File: src/rtl/rotacion_izquierda_iterativa.sv
// Rotates an operand left by one bit per clock and returns it with an ARM-style carry-out.
// A start pulse is accepted only while the unit is not busy. The done pulse marks a newly written z/c.
module rotacion_izquierda_iterativa #(
  parameter int N  = 32,
  parameter int CW = $clog2(N)
) (
  input  logic         clk,
  input  logic         rst,
  input  logic         start,
  input  logic [N-1:0] a,
  input  logic [N-1:0] b,
  output logic [N-1:0] z,
  output logic         c,
  output logic         busy,
  output logic         done,
  output logic [1:0]   dbg_state
);

  // Handshake: start is sampled at a rising edge only when busy=0. done is a
  // one-cycle pulse, and z/c are valid from that cycle until the next done.
  typedef enum logic [1:0] {
    IDLE = 2'd0,
    ROT  = 2'd1,
    DONE = 2'd2
  } state_t;

  state_t         state_q, state_d;
  logic [N-1:0]   work_q, work_d;
  logic [CW-1:0]  cnt_q, cnt_d;
  logic [N-1:0]   z_d;
  logic           c_d, busy_d, done_d;
  logic [CW-1:0]  k;
  logic [N-1:0]   rot;

  assign k         = b[CW-1:0];
  assign rot       = {work_q[N-2:0], work_q[N-1]};
  assign dbg_state = state_q;

  always_comb begin
    state_d = state_q;
    work_d  = work_q;
    cnt_d   = cnt_q;
    z_d     = z;
    c_d     = c;
    busy_d  = busy;
    done_d  = 1'b0;
    case (state_q)
      IDLE, DONE: begin
        busy_d  = 1'b0;
        state_d = IDLE;
        if (start) begin
          work_d = a;
          cnt_d  = k;
          if (k == '0) begin
            // Rotating by zero leaves the carry untouched.
            z_d     = a;
            state_d = DONE;
            done_d  = 1'b1;
          end else begin
            state_d = ROT;
            busy_d  = 1'b1;
          end
        end
      end
      ROT: begin
        work_d = rot;
        cnt_d  = cnt_q - CW'(1);
        if (cnt_q == CW'(1)) begin
          z_d     = rot;
          c_d     = work_q[N-1];
          state_d = DONE;
          busy_d  = 1'b0;
          done_d  = 1'b1;
        end
      end
      default: begin
        state_d = IDLE;
        busy_d  = 1'b0;
      end
    endcase
  end

  always_ff @(posedge clk) begin
    if (rst) begin
      state_q <= IDLE;
      work_q  <= '0;
      cnt_q   <= '0;
      z       <= '0;
      c       <= 1'b0;
      busy    <= 1'b0;
      done    <= 1'b0;
    end else begin
      state_q <= state_d;
      work_q  <= work_d;
      cnt_q   <= cnt_d;
      z       <= z_d;
      c       <= c_d;
      busy    <= busy_d;
      done    <= done_d;
    end
  end

endmodule

File: config.mk
export PLATFORM = sky130hd
export DESIGN_NAME = rotacion_izquierda_iterativa
export DESIGN_NICKNAME = d
export VERILOG_FILES = /design/src/rtl/rotacion_izquierda_iterativa.sv
export SDC_FILE = /design/constraint.sdc
export NUM_CORES = 1
export LEC_CHECK = 0
export ABC_AREA = 1
export BUFFER_PORTS_ARGS = -buffer_cell sky130_fd_sc_hd__buf_2
export CAP_MARGIN = 25
export CORE_MARGIN = 2
export CORE_UTILIZATION = 42
export CTS_BUF_LIST = sky130_fd_sc_hd__clkbuf_4 sky130_fd_sc_hd__clkbuf_8
export CTS_CLUSTER_DIAMETER = 80
export DETAILED_ROUTE_END_ITERATION = 6
export HOLD_SLACK_MARGIN = 0.06
export PLACE_DENSITY = 0.7
export SYNTH_ARGS = -nofsm -noshare
export SYNTH_HDL_FRONTEND = slang
export SYNTH_SLANG_ARGS = --single-unit
File: constraint.sdc
create_clock -name clk -period 1.69 [get_ports clk]
set_input_delay 0.507 -clock clk [delete_from_list [all_inputs] [get_ports clk]]
set_output_delay 0.507 -clock clk [all_outputs]
set_load 0.02 [all_outputs]
==> reports/qor.txt <==
Synth top area share = 43.4%
clk buf depth = 2
dpl ws = 0.0932 ns
Final Hold Vio Count = 0
Die Width = 94.1 um
cts hold-fix bufs = 0
Synth top cells by count = 150 x nand2_1, 74 x dfxtp_1, 45 x inv_1
Worst-Margin Slew = 0.324 ns
initial antenna violation count = 0
Clk Tree Root Cell = clkbuf_8
H-tree levels = 3
nets = 631
Net Sw Frac = 28.8%
GR Layer Usage met3 = 4.41%
die footprint = 8860 um^2
Psw = 0.00125 W
Final Critical Period = 1.56 ns
YS warnings = 0
first-pass GRT wire length = 13.4 mm
Tot GR Track Use = 18.8%
setup ws final = 0.134 ns
critical path class = flip-flop to flip-flop
crit share post-route = 92.1%
Wirelength per Cell = 11.7 um
Rel. slew slack = 78.4%
placed cell area = 3880 um^2
CTS tree = built
Slew Limit Fails = 0
crit path max fanout = 66
Final TNS setup = 0 ns
Leak = 2.12 nW
grt met1 use = 24.7%
Die Ht = 94.1 um
CP peak stage delay = 0.42 ns
vias in the first global route = 3030
outcome = complete, no violations
Starting Density = 43.7%
synthesized instance count = 501
Synth area leaders = dfxtp_1 43%, nand2_1 17%, a21oi_1 5.9%, a31oi_1 5.9%, nand3_1 5.7%
DRC Markers = 0
fin util = 52.6%
Comb power frac = 18.2%
Worst Skew = 0.00745 ns
GPL Wtd Cong = 0.815
HP Class = primary input to flip-flop
Post-DP HPWL = 5.24 mm
mux cell area share after synthesis = 0%
area of the multi-input gates = 1560 um^2
hold path depth = 3
worst vdd ir = 0.509 mV
post-synthesis sequential area ratio = 43.4%
Seq cells post-synth = 74
Synth Area in Compound Gates = 17.2%
Clock Power Share = 35.8%
hold slack = 0.444 ns
DR iter-0 viols = 164
critical path's slowest cell = dfxtp_1
syn_area_per_cell = 6.81 um^2
drt pass-1 iters = 4
CTS Sinks = 74
Antenna Nets Post-Route = 0
Flop pwr share = 45.9%
simple-gate share of the synthesized area = 27.5%
Port Buf Inserts = 76
critical-path cell list = nand2_1 -> buf_4 -> nand2_2 -> buf_12 -> inv_1 -> nand2_1 -> nand3_1 -> nand2_1 -> inv_1
Post-CTS Setup Bufs = 0
most frequent cell after synthesis = nand2_1
post_cts resized = 0
Num CTS Buffers = 9
Fillers = 809
Core Footprint = 7810 um^2
Post-Syn Nets = 570
pin count of the biggest net entering global routing = 67
CP Launch Type = flip-flop
distinct cell type count after synthesis = 19
ys async rst share = 0%
FP Rows = 32
Worst EP required = 1.94 ns
Synth Area in XOR/XNOR = 0.257%
largest family of logic cells by synthesized area = simple AND/OR/NAND/NOR gates
endpoints failing setup = 0
Post-synth EDFFs = 0
worst-case reg-to-reg path depth = 9
MaxCap Viol Count = 0
number of diodes = 0
vias per cell = 5.00
CP dominant cell by count = nand2_1
power density over the cells = 1050 nW/um^2
clock slew at reported path FFs = 0.08 ns
Crit. End Element = flip-flop
cell accounting for the most synthesized area = dfxtp_1
final WL = 7.80 mm
vias = 3343
grt total ovfl = 0
fraction of layout cells with a size suffix above 1 = 19.2%
Data arrival, critical path = 1.80 ns
FMAX = 643 MHz
met2 usage = 30.1%
GRT Max-Usage Layer = met2
synthesized area = 3410 um^2
Worst-Skew Late Latency = 0.34 ns
Finished Cell Area = 4110 um^2
RSZ-0062 raised after global routing = false
internal power = 0.00308 W
Synth Area in Adders = 0.733%
Top Ports = 104
P&R area growth vs syn = 20.3%
Post-synth top flop = dfxtp_1
Reg area = 1480 um^2
cell usage in the layout, fill, tap and decap left out, types with 5 or more instances in the layout:
cell | synthesis | routed
dfxtp_1 | 74 | 74
buf_2 | 19 | 76
nor2_1 | 39 | 39
a31oi_1 | 32 | 32
o21ai_0 | 37 | 37
buf_12 | 0 | 6
inv_1 | 45 | 44
clkbuf_8 | 0 | 10
nand3_1 | 39 | 39
buf_4 | 6 | 5
nand2_1 | 150 | 149
a21oi_1 | 40 | 40
layout make-up:
class                           instances  area share [%]
Sequential cell                        74            36.1
Clock inverter                          6            2.13
Tap cell                              102            3.11
Inverter                               46            4.21
Timing Repair Buffer                   87            13.1
Clock buffer                           10            3.35
Multi-Input combinational cell        344            38.0
state kept, by name, summed over array words and instances, names as in the netlist:
| signal | cells |
|---|---|
| busy | 1 |
| c | 1 |
| cnt_q | 5 |
| dbg_state | 2 |
| done | 1 |
| work_q | 32 |
| z | 32 |
logic make-up (layout without fill, tap and decap cells):
logic type                 Yosys count  after routing
AOI/OAI and AO/OA                  109            109
and+or+nand+nor                    232            232
DFF                                 74             74
xor gates and xnor gates             1              1
buffers and inverters               83            149
adders and majority gates            2              2
critical path: cells and delay by family (launching register included):
| family | cells | cell delay (ns) |
|---|---|---|
| DFF | 1 | 0.42 |
| and+or+nand+nor | 5 | 0.44 |
| buffers and inverters | 4 | 0.59 |
power by group through the flow:
stage	registers [W]	clock network (W)	logic [W]
after CTS	0.00199	0.00159	0.000796
final	0.00199	0.00155	0.000789
after global routing	0.00201	0.00167	0.000908
after global placement	0.00202	0	0.000779
after detailed placement	0.00203	0	0.000790
after floorplan	0.00207	0	0.000525
per-stage QoR:
step                power, W  cells
floorplan            0.00260    501
global placement     0.00280    653
CTS                  0.00438    669
global route         0.00458    669
finish               0.00433    669
detailed placement   0.00282    653
final timing paths:
check                from          to  slack [ns]
max          dbg_state[0]    cnt_q[2]        0.13
min                 a[12]  work_q[12]        0.44
max reg2reg  dbg_state[0]    cnt_q[2]        0.13
min reg2reg             c           c        0.46
per-layer routing:
metal | wire [um] | vias to the layer above
met4 | 94 | 0
met3 | 367 | 9
li1 | - | 1747
met5 | 0 | -
met1 | 3760 | 1525
met2 | 3580 | 62
(Power assumes the default switching activity.)
